**src/rtl/coef_fetch_if.sv**
```systemverilog
// coef_fetch_if: request, ROM-side and coefficient-stream signals of coef_fetch.
// checksum_o is present only when COEF_FETCH_CHECKSUM_EN is defined.
interface coef_fetch_if #(
    parameter int ADDR_W = 8,
    parameter int DATA_W = 48
);
    logic              start_i;
    logic [ADDR_W-1:0] base_i;
    logic [ADDR_W:0]   count_i;
    logic              busy_o;
    logic              done_o;
    logic              rom_ce_o;
    logic              rom_oce_o;
    logic [ADDR_W-1:0] rom_ad_o;
    logic [DATA_W-1:0] rom_dout_i;
    logic [DATA_W-1:0] coef_o;
    logic              coef_valid_o;
    logic              coef_ready_i;
    logic              coef_last_o;
`ifdef COEF_FETCH_CHECKSUM_EN
    logic [DATA_W-1:0] checksum_o;

    modport slave (
        input  start_i, base_i, count_i, rom_dout_i, coef_ready_i,
        output busy_o, done_o, rom_ce_o, rom_oce_o, rom_ad_o,
        output coef_o, coef_valid_o, coef_last_o, checksum_o
    );
    modport master (
        output start_i, base_i, count_i, rom_dout_i, coef_ready_i,
        input  busy_o, done_o, rom_ce_o, rom_oce_o, rom_ad_o,
        input  coef_o, coef_valid_o, coef_last_o, checksum_o
    );
`else
    modport slave (
        input  start_i, base_i, count_i, rom_dout_i, coef_ready_i,
        output busy_o, done_o, rom_ce_o, rom_oce_o, rom_ad_o,
        output coef_o, coef_valid_o, coef_last_o
    );
    modport master (
        output start_i, base_i, count_i, rom_dout_i, coef_ready_i,
        input  busy_o, done_o, rom_ce_o, rom_oce_o, rom_ad_o,
        input  coef_o, coef_valid_o, coef_last_o
    );
`endif
endinterface

```
**src/rtl/coef_fetch.sv**
```systemverilog
// coef_fetch: reads a burst of words from a READ_LAT-cycle ROM into a show-ahead FIFO.
// Defining COEF_FETCH_CHECKSUM_EN adds checksum_o, the running sum of delivered words.
module coef_fetch #(
    parameter int ADDR_W   = 8,
    parameter int DATA_W   = 48,
    parameter int READ_LAT = 2
) (
    input logic         clk,
    input logic         reset,
    coef_fetch_if.slave bus
);
    localparam int DEPTH = READ_LAT + 2;
    localparam int CNT_W = $clog2(DEPTH + 1);
    localparam int PTR_W = (DEPTH > 1) ? $clog2(DEPTH) : 1;
    localparam int CW    = ADDR_W + 1;

    typedef enum logic [1:0] {IDLE, FETCH, DRAIN} state_t;
    state_t state, state_nxt;

    logic [CW-1:0]       remain;
    logic [CNT_W-1:0]    committed;
    logic [CNT_W-1:0]    occ;
    logic                issue, issue_last, accept;
    logic                pop, pop_last, room, cap, cap_last;
    logic [READ_LAT-1:0] vld_p, last_p;
    logic                ce_last;
    logic [PTR_W-1:0]    wr_ptr, rd_ptr;
    logic [DATA_W-1:0]   data_mem [DEPTH];
    logic                last_mem [DEPTH];

    function automatic logic [PTR_W-1:0] ptr_inc(input logic [PTR_W-1:0] p);
        return (p == PTR_W'(DEPTH - 1)) ? '0 : p + PTR_W'(1);
    endfunction

    function automatic logic [CNT_W-1:0] cnt_upd(input logic [CNT_W-1:0] c,
                                                 input logic inc, input logic dec);
        return c + CNT_W'(inc) - CNT_W'(dec);
    endfunction

    // committed = reads in flight + FIFO occupancy; never allowed past DEPTH
    assign pop      = bus.coef_valid_o & bus.coef_ready_i;
    assign pop_last = pop & bus.coef_last_o;
    assign room     = (committed != CNT_W'(DEPTH)) | pop;
    assign cap      = vld_p[READ_LAT-1];
    assign cap_last = last_p[READ_LAT-1];

    assign bus.busy_o       = (state != IDLE);
    assign bus.rom_oce_o    = bus.busy_o;
    assign bus.coef_valid_o = (occ != '0);
    assign bus.coef_o       = bus.coef_valid_o ? data_mem[rd_ptr] : '0;
    assign bus.coef_last_o  = bus.coef_valid_o & last_mem[rd_ptr];

    always_ff @(posedge clk or posedge reset) begin
        if (reset) state <= IDLE;
        else       state <= state_nxt;
    end

    always_comb begin
        state_nxt  = state;
        issue      = 1'b0;
        issue_last = 1'b0;
        accept     = 1'b0;
        unique case (state)
            IDLE: begin
                if (bus.start_i) begin
                    accept = 1'b1;
                    if (bus.count_i != '0) begin
                        issue      = 1'b1;
                        issue_last = (bus.count_i == CW'(1));
                        state_nxt  = FETCH;
                    end
                end
            end
            FETCH: begin
                // leave only once the final rom_ce_o pulse has been driven
                if (remain == '0) begin
                    state_nxt = DRAIN;
                end else if (room) begin
                    issue      = 1'b1;
                    issue_last = (remain == CW'(1));
                end
            end
            DRAIN: begin
                if (pop_last) state_nxt = IDLE;
            end
            default: state_nxt = IDLE;
        endcase
    end

    // Stage p0..p(READ_LAT-1): track each read through the ROM pipeline
    always_ff @(posedge clk or posedge reset) begin
        if (reset) begin
            remain       <= '0;
            committed    <= '0;
            occ          <= '0;
            vld_p        <= '0;
            last_p       <= '0;
            ce_last      <= 1'b0;
            wr_ptr       <= '0;
            rd_ptr       <= '0;
            bus.rom_ce_o <= 1'b0;
            bus.rom_ad_o <= '0;
            bus.done_o   <= 1'b0;
        end else begin
            bus.rom_ce_o <= issue;
            ce_last      <= issue_last;
            if (issue)
                bus.rom_ad_o <= (state == IDLE) ? bus.base_i : bus.rom_ad_o + ADDR_W'(1);
            if (accept)     remain <= bus.count_i - CW'(issue);
            else if (issue) remain <= remain - CW'(1);
            committed <= cnt_upd(committed, issue, pop);
            occ       <= cnt_upd(occ, cap, pop);
            vld_p[0]  <= bus.rom_ce_o;
            last_p[0] <= ce_last;
            for (int i = 1; i < READ_LAT; i++) begin
                vld_p[i]  <= vld_p[i-1];
                last_p[i] <= last_p[i-1];
            end
            if (cap) wr_ptr <= ptr_inc(wr_ptr);
            if (pop) rd_ptr <= ptr_inc(rd_ptr);
            bus.done_o <= ((state == DRAIN) && pop_last) ||
                          ((state == IDLE) && bus.start_i && (bus.count_i == '0));
        end
    end

    // FIFO capture of returning ROM data
    always_ff @(posedge clk) begin
        if (cap) begin
            data_mem[wr_ptr] <= bus.rom_dout_i;
            last_mem[wr_ptr] <= cap_last;
        end
    end

`ifdef COEF_FETCH_CHECKSUM_EN
    always_ff @(posedge clk or posedge reset) begin
        if (reset)       bus.checksum_o <= '0;
        else if (accept) bus.checksum_o <= '0;
        else if (pop)    bus.checksum_o <= bus.checksum_o + bus.coef_o;
    end
`endif
endmodule

```
**src/flat_wrapper.sv**
```systemverilog
// flat-port wrapper written by rule: the top's interface ports become plain ports
module coef_fetch_flat 
#(
    parameter int ADDR_W   = 8,
    parameter int DATA_W   = 48,
    parameter int READ_LAT = 2
)
  (clk, reset, bus_start_i, bus_base_i, bus_count_i, bus_rom_dout_i, bus_coef_ready_i, bus_busy_o, bus_done_o, bus_rom_ce_o, bus_rom_oce_o, bus_rom_ad_o, bus_coef_o, bus_coef_valid_o, bus_coef_last_o);
  coef_fetch_if #(.ADDR_W(ADDR_W), .DATA_W(DATA_W)) bus_i ();
  input logic clk;
  input logic reset;
  input wire logic [$bits(bus_i.start_i)-1:0] bus_start_i;
  input wire logic [$bits(bus_i.base_i)-1:0] bus_base_i;
  input wire logic [$bits(bus_i.count_i)-1:0] bus_count_i;
  input wire logic [$bits(bus_i.rom_dout_i)-1:0] bus_rom_dout_i;
  input wire logic [$bits(bus_i.coef_ready_i)-1:0] bus_coef_ready_i;
  output wire logic [$bits(bus_i.busy_o)-1:0] bus_busy_o;
  output wire logic [$bits(bus_i.done_o)-1:0] bus_done_o;
  output wire logic [$bits(bus_i.rom_ce_o)-1:0] bus_rom_ce_o;
  output wire logic [$bits(bus_i.rom_oce_o)-1:0] bus_rom_oce_o;
  output wire logic [$bits(bus_i.rom_ad_o)-1:0] bus_rom_ad_o;
  output wire logic [$bits(bus_i.coef_o)-1:0] bus_coef_o;
  output wire logic [$bits(bus_i.coef_valid_o)-1:0] bus_coef_valid_o;
  output wire logic [$bits(bus_i.coef_last_o)-1:0] bus_coef_last_o;
  assign bus_i.start_i = bus_start_i;
  assign bus_i.base_i = bus_base_i;
  assign bus_i.count_i = bus_count_i;
  assign bus_i.rom_dout_i = bus_rom_dout_i;
  assign bus_i.coef_ready_i = bus_coef_ready_i;
  assign bus_busy_o = bus_i.busy_o;
  assign bus_done_o = bus_i.done_o;
  assign bus_rom_ce_o = bus_i.rom_ce_o;
  assign bus_rom_oce_o = bus_i.rom_oce_o;
  assign bus_rom_ad_o = bus_i.rom_ad_o;
  assign bus_coef_o = bus_i.coef_o;
  assign bus_coef_valid_o = bus_i.coef_valid_o;
  assign bus_coef_last_o = bus_i.coef_last_o;
  coef_fetch #(.ADDR_W(ADDR_W), .DATA_W(DATA_W), .READ_LAT(READ_LAT)) u_core (.clk(clk), .reset(reset), .bus(bus_i));
endmodule
```
**config.mk**
```make
export PLATFORM = sky130hd
export DESIGN_NAME = coef_fetch_flat
export DESIGN_NICKNAME = d
export VERILOG_FILES = /design/src/rtl/coef_fetch_if.sv /design/src/rtl/coef_fetch.sv /design/src/flat_wrapper.sv
export SDC_FILE = /design/constraint.sdc
export NUM_CORES = 1
export LEC_CHECK = 0
export ABC_CLOCK_PERIOD_IN_PS = 4400
export BUFFER_PORTS_ARGS = -buffer_cell sky130_fd_sc_hd__buf_2
export CORE_ASPECT_RATIO = 1.4
export CORE_UTILIZATION = 28
export CTS_BUF_LIST = sky130_fd_sc_hd__clkbuf_8
export DETAILED_ROUTE_END_ITERATION = 12
export HOLD_SLACK_MARGIN = 0.15
export PLACE_DENSITY = 0.54
export SYNTH_ARGS = -nofsm -noshare
export SYNTH_HDL_FRONTEND = slang
export SYNTH_SLANG_ARGS = --single-unit
```
**constraint.sdc**
```tcl
create_clock -name clk -period 4.4 [get_ports clk]
set_input_delay 1.1 -clock clk [delete_from_list [all_inputs] [get_ports clk]]
set_output_delay 1.1 -clock clk [all_outputs]
set_load 0.005 [all_outputs]
```
==> results summary, run 1 <==
After routing the design area is approximately 11,000 um^2. The number of global-route vias before repair is around 5,500. The worst slack at placement is between 0.5 and 0.6 ns. The number of setup violations in the final report is 0. The length in cells of the worst reg-to-reg path is 11. The core outline area came out at between 30,000 and 40,000 um^2. The worst register-to-register path begins at u_core.occ[1]. At the end of the flow, the number of nets in the layout was between 700 and 800. The post-route antenna net violation count is 0. The leakage power of the design came out at 4.14 nW. The number of levels in the clock H-tree came out at 2. The global-route wire length before repair is just over 30,000 um. The horizontal die dimension is about 160 um.

The worst reg-to-reg setup slack came out at between 1 and 1.5 ns. The endpoint required time on the critical path is around 3.3 ns. The maximum number of pins on one net before global-route repair came out at 53. Per report_power, the combinational group accounts for 35.5% of the total. The share of synthesized cell area in and, or, nand and nor gates came out at about 7.5%. The total congestion overflow is 0. The clock network power share came out at slightly above 20%.

The cell area that synthesis handed to floorplanning was around 9500 um^2. The count of final max-slew check failures is 0. The total routing resource utilization after global routing came out at between 10% and 20%. Yosys mapped a number of flops with a built-in enable equal to 196. The adder-cell share of the synthesized area came out at under 10%. The total vias in the final route came out at between 5,000 and 6,000.

The worst-case clock buffer depth is 3. The number of sinks on the clock net came out at between 200 and 250. The post-route netlist has a little over a third of its cells at a drive strength greater than 1. The violation count after the first detailed-routing iteration is 236. The number of cells on the worst hold path is 0.

The cell count after synthesis came out at 530. The most common cell in the synthesized netlist is sky130_fd_sc_hd__edfxtp_1. After synthesis, the share of flip-flops with an asynchronous set or reset is between 15 and 20%. The sequential share of power is 43.8%. The critical path in this run is classified as reg2out.

The post-placement cell area came out at between 10,000 and 15,000 um^2. The finished layout holds 1,158 standard cells, fillers aside. The net count after synthesis is 616.

The worst slack on hold paths is around 0.35 ns. The run finished with clean final reports. Routability-driven placement finished with a final weighted congestion of 0.770. The total of flip-flops plus latches after synthesis is roughly 230.

The initial antenna violation count is 3. The min-delay analysis places its worst path in the category reg2reg. By area, the combinational part of the netlist is dominated by multiplexers. The minimum clock period is about 3.6 ns. The number of setup buffers added after CTS is 0. For hold timing, the worst endpoint is u_core.last_p[1]. The areal power density over the cells is approximately 740 nW/um^2. The net switching power of the design is 2.77 mW. The internal power contribution is roughly 5.7 mW. The vias per cell came out at 4.43. The final setup TNS came out at 0 ns. Setup repair after global routing left no endpoint under its margin. For this run, the leading register cell type out of synthesis is sky130_fd_sc_hd__edfxtp_1. The commonest cells after synthesis are 196 x sky130_fd_sc_hd__edfxtp_1, 53 x sky130_fd_sc_hd__and2_1, 49 x sky130_fd_sc_hd__mux4_2, 36 x sky130_fd_sc_hd__dfrtp_1. In the post-route analysis, the smallest setup slack over all paths is about 0.83 ns. The highest clock rate came out at 280 MHz. The startpoint identified for the worst hold timing path is u_core.last_p[0].

The number of placed instances, taps included, is 1,090. The highest ir drop seen on vdd came out at approximately 0.32 mV. The maximum fanout encountered on the critical timing path is 18.

For the worst setup path, the data arrival time is 2.47 ns. The clock slew seen by the registers of the worst setup and hold paths is ~0.060 ns. The dominant cell type by area after synthesis is sky130_fd_sc_hd__edfxtp_1. Compared with the post-synthesis result, the final layout area differs by 20.0%.

The number of buffers inserted during clock tree synthesis came out at 39. At the pin with the least slew margin, the transition time is 0.968 ns. The tool flagged a number of max-cap violations equal to 0.

The worst-case clock skew came out at approximately 0.018 ns. The worst max-slew margin expressed relative to the limit came out at between 30% and 40%. The endpoint of the lowest-slack register-to-register path is u_core.occ[2]. The hold violation count in the final report is 0.

The top-level port count came out at about 130. The number of rows created at floorplan is 79. STA classifies the critical path endpoint as a primary output. The die covers 34,600 um^2. In this run, post-CTS repair resized a total of 0 instances. The compound-gate portion of the synthesized area came out at under 10%. The share of synthesized area in the top cell type comes to between 60 and 70%. The count of different cell masters after synthesis is 46. The clock latency on the worst-skew pair is ~0.52 ns. Of the total synthesized cell area, the portion taken by XOR and XNOR cells is 1.66%. The wire length per cell is 17.3 um. Of the total power, the share spent switching nets is ~33%. TritonCTS built the clock tree. The vertical die dimension is 220 um. After detailed routing, the number of remaining DRC violations is 0.

The post-detailed-placement half-perimeter wirelength is between 10,000 and 15,000 um. The mean post-synth cell area is approximately 18 um^2. The starting density of the core is 28.4%.

The yosys synthesis warning count is 0. The multiplexer area fraction after synthesis is a little under an eighth. The number of buffers added to fix hold violations after cts came out at 0.

In the post-synthesis netlist, the biggest area contributors are sky130_fd_sc_hd__edfxtp_1 62%, sky130_fd_sc_hd__mux4_2 12%, sky130_fd_sc_hd__dfrtp_1 9.5%, sky130_fd_sc_hd__and2_1 3.5%, sky130_fd_sc_hd__ha_1 2.0%. The root buffer cell chosen for the clock tree is sky130_fd_sc_hd__clkbuf_8. The total detailed-routing wirelength came out at between 15,000 and 20,000 um. The number of buffer cells added on primary ports is 130. The length of the first detailed-routing pass in iterations is 4.

The worst setup path is launched from a flop. The share of the cycle needed by the critical path after routing came out at a little over 80%. The register area share after synthesis came out at between 70% and 80%.
[power by group through the flow]
stage / clock network (mW) / registers [mW] / logic, mW
6_report: 1.75 / 3.71 / 3.00
5_1_grt: 1.90 / 3.80 / 3.38
4_1_cts: 1.82 / 3.73 / 3.13
3_5_place_dp: 0 / 3.77 / 3.11
3_3_place_gp: 0 / 3.75 / 3.10
2_1_floorplan: 0 / 3.58 / 2.05
[worst max-delay path: stages, from the launching register on]
cell and delay (ns):
sky130_fd_sc_hd__dfrtp_4 0.69, sky130_fd_sc_hd__buf_4 0.38, sky130_fd_sc_hd__mux4_2 0.55, sky130_fd_sc_hd__and2_1 0.18
sky130_fd_sc_hd__buf_2 0.12
[through the flow]
step | utilization (%) | power [mW]
final | 34.1 | 8.45
after global routing | 34.1 | 9.09
after CTS | 34.1 | 8.67
after detailed placement | 32.0 | 6.88
after global placement | 32.0 | 6.85
after floorplan | - | 5.63
[final cells by class]
type	instances	area [um^2]
diodes	2	5.00
flip-flops and latches	232	6790
inverters	21	78.8
fillers	3235	21900
clock buffers	41	564
multi-input cells	256	2520
clock inverters	25	125
repair buffers	136	721
well taps	445	557
[kinds of logic (layout without fill, tap and decap cells)]
logic type      Yosys count  count (layout)
flops                   232             232
xor+xnor                 18              18
other cells               0               2
simple gates            126             126
mux                      51              51
buf+inv                  42             223
fa+ha+maj                17              17
compound gates           44              44
[state kept, by name, summed over array words and instances, names as in the netlist]
register             count
u_core.bus.done_o        1
u_core.bus.rom_ad_o      8
u_core.bus.rom_ce_o      1
u_core.ce_last           1
u_core.committed         3
u_core.data_mem        192
u_core.last_mem          4
u_core.last_p            2
u_core.occ               3
u_core.rd_ptr            2
u_core.remain            9
u_core.state             2
u_core.vld_p             2
u_core.wr_ptr            2
[placed cells by master, fill, tap and decap left out, types with 8 or more instances in the layout]
master	n
sky130_fd_sc_hd__clkbuf_8	41
sky130_fd_sc_hd__a21oi_1	11
sky130_fd_sc_hd__nand2_1	20
sky130_fd_sc_hd__clkinv_1	8
sky130_fd_sc_hd__edfxtp_1	196
sky130_fd_sc_hd__o21ai_0	15
sky130_fd_sc_hd__nor3_1	8
sky130_fd_sc_hd__dfrtp_1	34
sky130_fd_sc_hd__mux4_2	49
sky130_fd_sc_hd__xor2_1	11
sky130_fd_sc_hd__ha_1	15
sky130_fd_sc_hd__buf_2	130
sky130_fd_sc_hd__nand3_1	9
sky130_fd_sc_hd__nor2_1	13
sky130_fd_sc_hd__and2_1	49
sky130_fd_sc_hd__inv_1	32
[how the worst max path moves through the flow]
stage,endpoint,start,slack [ns],cells after the start
final,bus_coef_o[12],u_core.rd_ptr[0],0.83,4
after global routing,bus_coef_o[12],u_core.rd_ptr[0],0.61,4
after CTS,bus_coef_o[12],u_core.rd_ptr[0],0.69,4
after detailed placement,u_core.remain[6],bus_count_i[1],0.57,12
after global placement,u_core.remain[6],bus_count_i[1],0.63,12
after floorplan,u_core.remain[8],bus_count_i[1],0.94,12
[per-layer routing]
metal / vias up / wire length (um) / GRT usage [%]
met5: - / 23 / 0
met4: 4 / 511 / 4.56
met3: 46 / 1230 / 3.60
met2: 143 / 9810 / 20.0
met1: 2559 / 8410 / 14.0
li1: 2373 / - / -
Power figures use the tool's default switching activity.
==> run 2, diff against run 1 <==
ABC_CLOCK_PERIOD_IN_PS = 3600   (was 4400)
clock period = 3.6 ns   (was 4.4 ns; I/O delays follow)
==> results summary, run 2 (synthesis gave the netlist of run 1 again) <==
The total detailed-routing wirelength came out at 20,000 um (-0.15%). The starting density of the core came out at 28.4% (unchanged). The count of final max-slew check failures is 0 (unchanged). The leakage power of the design came out at 4.23 nW (+2.0%). The count of nets after finishing came out at 776 (+0.52%).

The core outline area was 33,300 um^2 (unchanged). The internal power contribution was 7.27 mW (+28%). The path type of the worst min-delay path is reg2reg.

The fill cell instance count of the final layout is 3,234 (-0.031%). The root buffer cell chosen for the clock tree is sky130_fd_sc_hd__clkbuf_8. The highest clock rate came out at between 300 and 400 MHz.

The largest registers in the layout are u_core.data_mem: 192 flops, u_core.remain: 9 flops, u_core.bus.rom_ad_o: 8 flops. The horizontal die dimension came out at 157 um (unchanged). The worst max-slew margin expressed relative to the limit is 43.1% (+7.7 points). The vertical die dimension is 220 um (unchanged).

The clock tree from TritonCTS is yes. The layer flagged by global routing as most heavily used is met2. The clock slew seen by the registers of the worst setup and hold paths is 0.07 ns (about the same). The hold violation count in the final report came out at 0 (unchanged). The met3 routing resource usage after global routing came out at 3.95% (+0.35 points).

The violation count after the first detailed-routing iteration came out at 222 (-5.9%). The number of setup buffers added after CTS came out at 0 (unchanged). The post-detailed-placement half-perimeter wirelength is 11,600 um (+1.6%).

The clock network power share is 23.0% (+2.4 points). The net switching power of the design came out at 3.40 mW (+23%). The sequential share of power is 42.2% (-1.6 points). The final setup TNS is 0 ns (unchanged). The total routing resource utilization after global routing was 12.0% (+0.18 points). The data arrival time of the critical path is 2.37 ns (-0.10 ns). Tracing the worst setup path back leads to its startpoint at u_core.rd_ptr[0].

For hold timing, the worst endpoint is u_core.last_p[1]. The flip-flop count of the largest register after layout is 192 (unchanged). The top-level port count came out at 131 (unchanged). The number of cells on the worst hold path came out at 0 (unchanged).

The worst register-to-register path begins at u_core.occ[1]. The global-route wire length before repair was 30,900 um (+1.7%). STA classifies the critical path startpoint as a flop.

The endpoint of the lowest-slack register-to-register path is u_core.occ[2]. The post-route antenna net violation count came to 0 (unchanged). The total of max-cap violations came out at 0 (unchanged). The number of buffers inserted during clock tree synthesis is 39 (unchanged). The number of buffers added to fix hold violations after cts was 0 (unchanged). The setup path with the least slack is of type reg2out. The flow ran to the end, and the final reports show no timing, DRC or antenna violations.

The die area came to 34,600 um^2 (unchanged). The total vias in the final route is 5,163 (+0.74%). The worst path in the final design needs a cycle of about 3.3 ns, including I/O delays and setup.

The length of the first detailed-routing pass in iterations is 4 (unchanged). The switching share of total power is 31.9% (-0.93 points). The endpoint required time on the critical path is 2.70 ns (-0.60 ns). The areal power density over the cells is 925 nW/um^2 (+24%). The last weighted congestion value of the routability-driven placer is 0.759 (-1.4%). The combinational share of power is 34.8% (-0.7 points).

The largest register by flop count is u_core.data_mem. The number of sinks on the clock net is 232 (unchanged). The worst setup path is captured at a primary output.

The clock latency on the worst-skew pair came out at 0.55 ns (+0.03 ns). The share of final-layout standard cells stronger than drive strength 1 is 36.2% (+1.3 points). The measured slew at the worst slew-check pin came out at 0.854 ns (-0.114 ns). The wire length per cell is 17.1 um (-0.75%). The maximum number of pins on one net before global-route repair came out at 50 (-5.7%). The worst reg-to-reg setup slack is 0.83 ns (-0.52 ns). The vias per cell is 4.43 (+0.14%). The worst-case clock buffer depth is 3 (unchanged). The worst-case clock skew came out at 0.0248 ns (+0.00722 ns). The length in cells of the worst reg-to-reg path is 11 (unchanged). The final routed DRC violation total is 0 (unchanged). The initial antenna violation count is 2 (-1). The share of the cycle needed by the critical path after routing is between 90 and 100%.

The met2 layer usage reported by global route came to 20.8% (+0.77 points). Setup repair after global routing left no endpoint under its margin. The number of levels in the clock H-tree is 2 (unchanged). The number of buffer cells added on primary ports is 130 (unchanged). The met1 usage in global routing is 13.6% (-0.41 points). The highest ir drop seen on vdd came to 0.506 mV (+60%).

The most common library cell in the layout ignoring fill and taps is sky130_fd_sc_hd__edfxtp_1. The power consumption was 10.7 mW (+26%). The maximum fanout encountered on the critical timing path is 19 (+1). The number of setup violations in the final report came to 0 (unchanged). In the layout the commonest cells are 196 x sky130_fd_sc_hd__edfxtp_1, 130 x sky130_fd_sc_hd__buf_2, 49 x sky130_fd_sc_hd__mux4_2, 49 x sky130_fd_sc_hd__and2_1, 44 x sky130_fd_sc_hd__clkbuf_8. The total congestion overflow is 0 (unchanged). The source of the worst hold timing path is u_core.last_p[0]. The area growth from synthesis to layout is 21.7%. The number of rows created at floorplan is 79 (unchanged).

The number of gates given a new drive strength after cts is 0 (unchanged). The number of global-route vias before repair is 5,491 (+0.51%).
-- run 2: cell types whose count changed in the layout (fill, tap and decap cells not counted), sizes merged, moves of 2 or more --
cell / before / now
buf: 136 / 140
bufinv: 1 / 4
clkbuf: 41 / 44
inv: 35 / 32
clkinv: 9 / 11
-- run 2: per-stage QoR --
step	util [%]	hold slack [ns]	setup WS (ns)	area (um^2)	instances
final	34.6	0.347	0.325	11500	1165
after global routing	34.6	0.350	0.102	11500	1164
after CTS	34.6	0.349	0.222	11500	1164
after detailed placement	32.1	0.336	0.241	10700	1094
after global placement	32.1	0.332	0.257	10700	1094
after floorplan	-	0.331	0.343	9470	530
-- run 2: power groups by stage --
stage               clock [mW]  combinational [mW]  sequential (mW)
floorplan                    0                2.50             4.38
global placement             0                3.86             4.55
detailed placement           0                3.86             4.58
CTS                       2.57                3.87             4.53
global route              2.67                4.20             4.62
finish                    2.45                3.71             4.50
-- run 2: worst max-delay path: stages (launching register included) --
cell and delay, ns:
sky130_fd_sc_hd__dfrtp_4 0.70, sky130_fd_sc_hd__buf_12 0.25, sky130_fd_sc_hd__mux4_2 0.57, sky130_fd_sc_hd__and2_1 0.19, sky130_fd_sc_hd__buf_2 0.13
-- run 2: worst max-delay path by stage --
stage,endpoint,depth (start not counted),slack [ns]
floorplan,u_core.remain[8],12,0.34
global placement,u_core.remain[6],12,0.26
detailed placement,u_core.remain[6],12,0.24
CTS,bus_coef_o[33],5,0.22
global route,bus_coef_o[33],5,0.10
finish,bus_coef_last_o,4,0.33
-- run 2: area by class of cell --
cell class                 instances  area, um^2  share of cell area [%]
antenna                            1        2.50                  0.0217
clock buffer                      44         606                    5.25
clock inverter                    26         209                    1.81
inverter                          21        78.8                   0.684
multi-input combinational        256        2520                    21.9
sequential                       232        6790                    58.9
tap                              445         557                    4.83
timing repair buffer             140         763                    6.62
-- run 2: layer usage --
layer / wire [um] / vias to the layer above / part of all wire (%)
met5: 11 / - / 0.055
met4: 509 / 2 / 2.6
met3: 1240 / 39 / 6.2
met2: 10200 / 133 / 51
met1: 8000 / 2613 / 40
li1: - / 2376 / -
